==> config.mk <==
export PLATFORM = sky130hd
export DESIGN_NAME = timer_unit
export DESIGN_NICKNAME = d
export VERILOG_FILES = /design/src/rtl/timer_unit_pkg.sv /design/src/rtl/timer_prescaler.sv /design/src/rtl/timer_unit.sv
export SDC_FILE = /design/constraint.sdc
export NUM_CORES = 1
export LEC_CHECK = 0
export CORE_ASPECT_RATIO = 1.2
export CORE_MARGIN = 10
export CORE_UTILIZATION = 40
export CTS_CLUSTER_DIAMETER = 40
export DETAILED_ROUTE_END_ITERATION = 12
export PLACE_DENSITY = 0.67
export SYNTH_ARGS = -nofsm -noshare
export SYNTH_HDL_FRONTEND = slang
export SYNTH_SLANG_ARGS = --single-unit
export TNS_END_PERCENT = 100
==> constraint.sdc <==
create_clock -name clk -period 4.35 [get_ports clk]
set_clock_uncertainty 0.2 [all_clocks]
set_input_delay 1.0875 -clock clk [delete_from_list [all_inputs] [get_ports clk]]
set_output_delay 1.0875 -clock clk [all_outputs]
set_load 0.05 [all_outputs]
==> src/rtl/timer_unit_pkg.sv <==
// Shared register offsets, FSM state codes and CTRL.MODE encodings for the countdown timer.
package timer_unit_pkg;

  localparam logic [3:0] TMR_CTRL     = 4'h0;
  localparam logic [3:0] TMR_PRESET   = 4'h4;
  localparam logic [3:0] TMR_COUNT    = 4'h8;
  localparam logic [3:0] TMR_PRESCALE = 4'hC;

  localparam logic [1:0] TMR_MODE_ONESHOT = 2'b00;
  localparam logic [1:0] TMR_MODE_RELOAD  = 2'b01;

  typedef enum logic [1:0] {
    TMR_IDLE = 2'd0,
    TMR_LOAD = 2'd1,
    TMR_CNT  = 2'd2,
    TMR_INT  = 2'd3
  } tmr_state_e;

  // Only 01 reloads; 00 and the reserved 1x codes behave as one-shot.
  function automatic logic mode_reloads(input logic [1:0] mode);
    return mode == TMR_MODE_RELOAD;
  endfunction

endpackage

==> src/rtl/timer_prescaler.sv <==
// Divides the count enable: tick_o pulses once every prescale_i+1 cycles, phase restarted by restart_i.
module timer_prescaler (
  input  logic        clk,
  input  logic        rst_n,
  input  logic        restart_i,
  input  logic [15:0] prescale_i,
  output logic        tick_o
);

  logic [15:0] cnt_q, cnt_d;

  always_comb begin
    tick_o = 1'b0;
    cnt_d  = cnt_q;
    if (restart_i) begin
      cnt_d = prescale_i;
    end else if (cnt_q == 16'd0) begin
      tick_o = 1'b1;
      cnt_d  = prescale_i;
    end else begin
      cnt_d = cnt_q - 16'd1;
    end
  end

  always_ff @(posedge clk or negedge rst_n) begin
    if (!rst_n) cnt_q <= 16'd0;
    else        cnt_q <= cnt_d;
  end

endmodule

==> src/rtl/timer_unit.sv <==
// Memory-mapped countdown timer with level interrupt; combinational read port for same-cycle CPU loads.
// Optional PRESCALE register and count divider when TIMER_PRESCALE_EN is defined.
module timer_unit
  import timer_unit_pkg::*;
#(
  parameter logic [31:0] BASE_ADDR    = 32'h0000_7F00,
  parameter logic [31:0] RESET_PRESET = 32'd0
) (
  input  logic        clk,
  input  logic        reset,
  input  logic [31:0] addr,
  input  logic        we,
  input  logic [3:0]  byteen,
  input  logic [31:0] wdata,
  output logic        hit,
  output logic [31:0] rdata,
  output logic        irq
);

  tmr_state_e  state_q, state_d;
  logic [3:0]  ctrl_q, ctrl_d;
  logic [31:0] preset_q, preset_d;
  logic [31:0] count_q, count_d;
  logic        flag_q, flag_d;
  logic        wr_ok, wr_ctrl, wr_preset;
  logic        tick;
  logic        reload;

  assign hit       = (addr[31:4] == BASE_ADDR[31:4]);
  assign wr_ok     = hit && we && (byteen == 4'b1111);
  assign wr_ctrl   = wr_ok && (addr[3:0] == TMR_CTRL);
  assign wr_preset = wr_ok && (addr[3:0] == TMR_PRESET);
  assign reload    = mode_reloads(ctrl_q[2:1]);
  assign irq       = ctrl_q[3] && flag_q;

`ifdef TIMER_PRESCALE_EN
  logic [15:0] prescale_q;
  logic        wr_prescale;
  logic        restart;

  assign wr_prescale = wr_ok && (addr[3:0] == TMR_PRESCALE);
  assign restart     = (state_q == TMR_LOAD) || (state_q == TMR_INT && reload && ctrl_q[0]);

  always_ff @(posedge clk or negedge reset) begin
    if (!reset)           prescale_q <= 16'd0;
    else if (wr_prescale) prescale_q <= wdata[15:0];
  end

  timer_prescaler u_prescaler (
    .clk        (clk),
    .rst_n      (reset),
    .restart_i  (restart),
    .prescale_i (prescale_q),
    .tick_o     (tick)
  );
`else
  assign tick = 1'b1;
`endif

  always_comb begin
    state_d  = state_q;
    ctrl_d   = ctrl_q;
    count_d  = count_q;
    flag_d   = flag_q;
    preset_d = preset_q;
    case (state_q)
      TMR_IDLE: if (ctrl_q[0]) state_d = TMR_LOAD;
      TMR_LOAD: begin
        count_d = preset_q;
        state_d = TMR_CNT;
      end
      TMR_CNT: begin
        if (!ctrl_q[0]) begin
          state_d = TMR_IDLE;
        end else if (count_q == 32'd0) begin
          flag_d  = 1'b1;
          state_d = TMR_INT;
        end else if (tick) begin
          count_d = count_q - 32'd1;
        end
      end
      TMR_INT: begin
        // Reload folds the LOAD step in here so the pulse period is PRESET+2 cycles.
        if (reload) begin
          flag_d = 1'b0;
          if (ctrl_q[0]) begin
            count_d = preset_q;
            state_d = TMR_CNT;
          end else begin
            state_d = TMR_IDLE;
          end
        end else begin
          ctrl_d[0] = 1'b0;
          state_d   = TMR_IDLE;
        end
      end
      default: state_d = TMR_IDLE;
    endcase
    // CPU writes take precedence over the FSM's own updates in the same cycle.
    if (wr_ctrl)   ctrl_d   = wdata[3:0];
    if (wr_preset) preset_d = wdata;
    if (wr_ctrl || wr_preset) flag_d = 1'b0;
  end

  always_ff @(posedge clk or negedge reset) begin
    if (!reset) begin
      state_q  <= TMR_IDLE;
      ctrl_q   <= 4'd0;
      preset_q <= RESET_PRESET;
      count_q  <= 32'd0;
      flag_q   <= 1'b0;
    end else begin
      state_q  <= state_d;
      ctrl_q   <= ctrl_d;
      preset_q <= preset_d;
      count_q  <= count_d;
      flag_q   <= flag_d;
    end
  end

  always_comb begin
    rdata = 32'd0;
    if (hit) begin
      case (addr[3:0])
        TMR_CTRL:     rdata = {28'd0, ctrl_q};
        TMR_PRESET:   rdata = preset_q;
        TMR_COUNT:    rdata = count_q;
`ifdef TIMER_PRESCALE_EN
        TMR_PRESCALE: rdata = {16'd0, prescale_q};
`endif
        default:      rdata = 32'd0;
      endcase
    end
  end

endmodule

==> metrics.cfg, run 1 <==
[run_status]
outcome=completed

[die]
die_h_um=133.3
die_w_um=114.4
start_util=0.4088
die-area_mm2=0.01525
core_mm2=0.01047
fp-row-count=41
ios=105

[timing]
tightest_slew_ns=0.9126
slew_viol_final=0
slew_headroom=0.3916
fmax_mhz=236.8
fin_crit_sh=0.9707
final.setup.tns_ns=0
finalSetupViolations=0
period_minus_slack_ns=4.223
whs_ns=0.3345
hold_viol=0
rsz0062_at_grt=true
setup_slack_ns=0.1275

[global_route]
grt_pass1_wl_mm=21.93
overflow=0
grt_max_degree=72
grt_pass1_vias=4290
grtUsageTotal=0.1738
antenna_found_initial=0

[cts]
clk_path_buf_depth=2
cts-hold-fix-buffers=0
root_buffer=clkbuf_16
numClockSinks=71
clk_latency_ns=0.34
ctsHtreeMaxLevel=3
cts_buffers=9
clk_pin_slew_ns=0.06
cts_tree=done

[routing]
drc=0
via_per_inst=6.064
num_vias=4275
routedWlPerCell_um=19.04
routed_wl_mm=13.42
drt_pre_antenna_iters=5
antenna_left=0
initialDrtViolationCount=378

[synthesis]
synth_area_mm2=0.004278
yosysSeqAreaShare=0.4153
synthCells=473
syn_area_per_cell_um2=9.044
synth_nets=546
ys_ff_latch=71
yosysWarnings=0
synth_ff_type=dfrtp_1
synth_edf_count=0
async_flop_share=1.000
ys_types=53

[min_path]
whs_endpoint=ctrl_q[3]
min_path_cells=1
hold_path_startpoint=ctrl_q[3]
hp-class=register to register

[worst_setup_path]
r2r_cells=5
crit_family=simple AND/OR/NAND/NOR gates
end_kind=primary output
r2r_slack_ns=1.49
r2r-end=count_q[18]
crit_slowest_cell=clkdlybuf4s50_1
worstPathMaxFanout=16
cp.required_ns=3.06
timing.rr.start=count_q[11]
cp_cell_sequence=clkdlybuf4s50_1 -> nor4bb_1 -> nand4_1 -> nor2_2 -> nand2_1 -> buf_4 -> nor2_1 -> buf_12
cpPeakStageDelay_ns=0.45
critical_path.startpoint_type=primary input
worstSetupPathType=primary input to primary output
worstPathBufferInverterCount=3
arrival_ns=2.94

[job]
max_cap_violations=0

[power_and_ir_drop]
powerDensity_mw_per_mm2=241.4
peakVddDrop_mv=0.1528
leakage_nw=2.525
power_mw=1.484

[placed_design]
post-dp-hpwl_mm=9.793
io_buffers=104
pre_cts_slack_ns=-0.04130
place_area_mm2=0.005787
gp_congestion=0.8859
dp_cells=688

[finish]
final_cells=705
antenna_cells=0
drive_above_1_share=0.2378
nets=644
final_cell_area_mm2=0.006148
synthToLayoutAreaGrowth_pct=43.73
post-route-util=0.5875

what timing repair did:
action / in CTS / in global routing
endpoints found under the hold margin: 0 / 0
pin swaps: 1 / 1
setup buffers: 0 / 1
resized for setup: 1 / 20
endpoints found under the setup margin: 2 / 32
flip-flops by register name, indices dropped and copies added (netlist names):
signal and count:
flag_q 1, ctrl_q 4, preset_q 32, count_q 32, state_q 2
layout by cell type (no fill, tap or decap), drive strengths merged, types with 12 or more instances in the layout:
| master | count |
|---|---|
| dfrtp | 71 |
| clkdlybuf4s50 | 70 |
| nor2 | 62 |
| buf | 52 |
| o21ai | 44 |
| a22oi | 38 |
| mux2 | 38 |
| nand2 | 25 |
| nor4 | 22 |
| nor3 | 20 |
| a21oi | 19 |
| o22ai | 13 |
| clkbuf | 12 |
routing by layer:
metal / share of wire / vias up / track usage
met3: 0.058 / 21 / 0.04447
met5: 0 / - / 0
li1: - / 1998 / -
met1: 0.45 / 2061 / 0.2175
met4: 0.015 / 0 / 0.05858
met2: 0.48 / 195 / 0.2817
final cells by class:
cell class,instances,area [µm²]
inverter,8,30.03
tap,129,161.4
timing repair buffer,122,1501
sequential,71,1777
clock buffer,12,246.5
fill,922,4317
clock inverter,4,45.04
multi-input combinational,359,2387
worst register-to-register path, delay by kind of cell (launching register included):
family	cells	cell delay [ns]
AO/OA/AOI/OAI	2	0.75
flip-flops	1	0.43
AND/OR/NAND/NOR	3	1.33
report_power, final:
part / internal (mW) / leakage (nW) / total [mW] / switching, mW
combinational: 0.0603 / 1.39 / 0.0915 / 0.0312
sequential: 0.661 / 0.987 / 0.661 / 0.00000000497
clock: 0.457 / 0.146 / 0.732 / 0.275
cell usage after synthesis, types with 4 or more instances:
| cell | number | area, µm² |
|---|---|---|
| a211oi_1 | 4 | 30.03 |
| a21oi_1 | 19 | 95.09 |
| a22oi_1 | 38 | 285.3 |
| a2bb2oi_1 | 8 | 70.07 |
| buf_1 | 4 | 15.01 |
| buf_2 | 5 | 25.02 |
| clkbuf_1 | 23 | 86.33 |
| dfrtp_1 | 71 | 1777 |
| inv_1 | 8 | 30.03 |
| mux2_2 | 38 | 427.9 |
| nand2_1 | 25 | 93.84 |
| nand3_1 | 8 | 40.04 |
| nand4_1 | 8 | 50.05 |
| nor2_1 | 62 | 232.7 |
| nor3_1 | 18 | 90.09 |
| nor4_1 | 20 | 125.1 |
| o21ai_0 | 43 | 215.2 |
| o22ai_1 | 13 | 81.33 |
cell families after synthesis:
group                      synth area share
DFF                                  0.4153
adders and majority gates          0.005849
muxes                                0.1000
AOI/OAI and AO/OA                    0.2243
and+or+nand+nor                      0.2100
buffers and inverters               0.04445
how the worst max path moves through the flow:
stage	start	endpoint	slack (ns)	depth (start not counted)
global route	addr[26]	rdata[16]	-0.008	8
CTS	addr[16]	rdata[3]	0.01	8
global placement	addr[17]	rdata[15]	0.04	8
detailed placement	addr[16]	rdata[15]	-0.04	8
finish	addr[12]	rdata[12]	0.13	8
floorplan	addr[17]	rdata[10]	-0.09	6
Note: power is estimated with default switching activity, not from simulation.
==> inputs of run 2 (changes only) <==
--- a/config.mk
+++ b/config.mk
@@ -10,6 +10,7 @@
 export CORE_UTILIZATION = 40
 export CTS_CLUSTER_DIAMETER = 40
 export DETAILED_ROUTE_END_ITERATION = 12
+export GPL_TIMING_DRIVEN = 0
 export PLACE_DENSITY = 0.67
 export SYNTH_ARGS = -nofsm -noshare
 export SYNTH_HDL_FRONTEND = slang
==> metrics.cfg, run 2 (synthesis gave the netlist of run 1 again) <==
[global_route]
overflow=0  ; unchanged
grt_pass1_vias=4469  ; +4.2%
grt_max_degree=50  ; -31%
grtUsageTotal=0.1890  ; +0.01526
grt_pass1_wl_mm=23.56  ; +7.4%
antenna_found_initial=0  ; unchanged

[placed_design]
gp_congestion=0.9133  ; +3.1%
pre_cts_slack_ns=-1.261  ; -1.219 ns
post-dp-hpwl_mm=10.87  ; +11%
place_area_mm2=0.005498  ; -5.0%
io_buffers=103  ; -0.96%

[finish]
num-fill-cells=972  ; +5.4%
final_common_cell=dfrtp_1
final_cell_area_mm2=0.005774  ; -6.1%
reg.largest.list=count_q (32), preset_q (32), ctrl_q (4)
antenna_cells=0  ; unchanged
synthToLayoutAreaGrowth_pct=34.98
post-route-util=0.5518  ; -0.03575
drive_above_1_share=0.2034  ; -0.03449
nets=665  ; +3.3%
mostFrequentLayoutCells=dfrtp_1, clkdlybuf4s50_1, nor2_1, o21ai_0

[power_and_ir_drop]
combinationalPowerShare=0.065  ; +0.003
switching_share=0.2101  ; +0.003706
power_frac_seq=0.448  ; +0.003
powerDensity_mw_per_mm2=255.6  ; +5.9%
clockPowerShare=0.487  ; -0.006
peakVddDrop_mv=0.1669  ; +9.2%
p_sw_mw=0.3100  ; +1.2%
p_int_mw=1.166  ; -1.0%
power_mw=1.476  ; -0.55%
leakage_nw=2.491  ; -1.3%

[cts]
clk_latency_ns=0.35  ; about the same
clk_pin_slew_ns=0.05  ; about the same
cts_buffers=9  ; unchanged
cts_tree=done
numClockSinks=71  ; unchanged
ctsHtreeMaxLevel=3  ; unchanged
clk_path_buf_depth=2  ; unchanged
cts-hold-fix-buffers=0  ; unchanged
root_buffer=clkbuf_16

[timing]
fmax_mhz=234.5  ; -0.99%
fin_crit_sh=0.9804  ; +0.009673
rsz0062_at_grt=false
slew_viol_final=0  ; unchanged
hold_viol=0  ; unchanged
tightest_slew_ns=0.9204  ; +0.007836 ns
slew_headroom=0.3807  ; -0.01088
period_minus_slack_ns=4.265  ; +0.04208 ns
finalSetupViolations=0  ; unchanged
setup_slack_ns=0.08537  ; -0.04208 ns

[die]
die-area_mm2=0.01525  ; unchanged
ios=105  ; unchanged
core_mm2=0.01047  ; unchanged
die_w_um=114.4  ; unchanged
die_h_um=133.3  ; unchanged
fp-row-count=41  ; unchanged
start_util=0.4088  ; unchanged

[routing]
antenna_left=0  ; unchanged
drt_pre_antenna_iters=5  ; unchanged
initialDrtViolationCount=375  ; -0.79%
num_vias=4400  ; +2.9%
via_per_inst=6.077  ; +0.22%
routedWlPerCell_um=20.53  ; +7.9%
drc=0  ; unchanged
routed_wl_mm=14.86  ; +11%

[worst_setup_path]
cp.required_ns=3.06  ; about the same
critical_path.startpoint_type=primary input
r2r_cells=8  ; +3
cp_cell_sequence=clkdlybuf4s50_1 -> nor4b_4 -> buf_4 -> clkbuf_2 -> a22oi_1 -> nor2_1 -> clkdlybuf4s15_2
worstSetupPathType=primary input to primary output
end_kind=primary output
timing.rr.start=count_q[0]
arrival_ns=2.98  ; +0.04 ns
r2r_slack_ns=1.56  ; +0.07 ns
crit_slowest_cell=clkdlybuf4s50_1
crit_start=addr[0]
worstPathMaxFanout=10  ; -6
path_depth=7  ; -1
worstPathBufferInverterCount=4  ; +1
r2r-end=count_q[16]
endpoint=rdata[31]
cpPeakStageDelay_ns=0.52  ; +0.07 ns
crit_family=buffers and inverters

[run_status]
outcome=completed

[job]
max_cap_violations=0  ; unchanged

[min_path]
hp-class=register to register

==> run 2: worst min path at each step <==
stage | to | cells after the start | slack, ns | start
6_report | ctrl_q[3] | 1 | 0.32 | ctrl_q[3]
5_1_grt | ctrl_q[3] | 1 | 0.35 | ctrl_q[3]
4_1_cts | ctrl_q[2] | 1 | 0.33 | ctrl_q[2]
3_5_place_dp | ctrl_q[2] | 1 | 0.32 | ctrl_q[2]
3_3_place_gp | ctrl_q[2] | 1 | 0.31 | ctrl_q[2]
2_1_floorplan | state_q[0] | 1 | 0.29 | state_q[0]
==> run 2: per-layer routing <==
| layer | vias to the layer above | routed length [µm] | GRT usage |
|---|---|---|---|
| li1 | 2033 | - | - |
| met1 | 2112 | 6331 | 0.2296 |
| met2 | 224 | 7037 | 0.3125 |
| met3 | 31 | 1057 | 0.04043 |
| met4 | 0 | 437 | 0.08020 |
| met5 | - | 0 | 0 |
==> run 2: cell type report <==
class / instances / area (µm²) / area share
repair buffers: 109 / 998.5 / 0.1729
inverters: 8 / 30.03 / 0.005200
well taps: 129 / 161.4 / 0.02795
multi-input cells: 359 / 2352 / 0.4074
clock buffers: 14 / 284.0 / 0.04919
plain buffers: 34 / 171.4 / 0.02969
flip-flops and latches: 71 / 1777 / 0.3077
==> run 2: power by group through the flow <==
stage               clock, mW  sequential (mW)  combinational (mW)
global placement            0            0.673              0.0880
global route            0.750            0.660               0.104
finish                  0.718            0.661              0.0965
CTS                     0.722            0.661              0.0954
floorplan                   0            0.673             0.00887
detailed placement          0            0.672              0.0920
==> run 2: stage by stage <==
step / hold WS (ns) / std cells / setup TNS, ns
floorplan: 0.2857 / 473 / -2.791
global placement: 0.3106 / 705 / -76.79
detailed placement: 0.3159 / 706 / -37.43
CTS: 0.3287 / 720 / 0
global route: 0.3462 / 724 / 0
finish: 0.3215 / 724 / 0
==> run 2: timing repair <==
action                     CTS  global route
pin swaps                    2             2
setup endpoints to repair   32            33
setup buffers                1             4
resized for setup          169            33
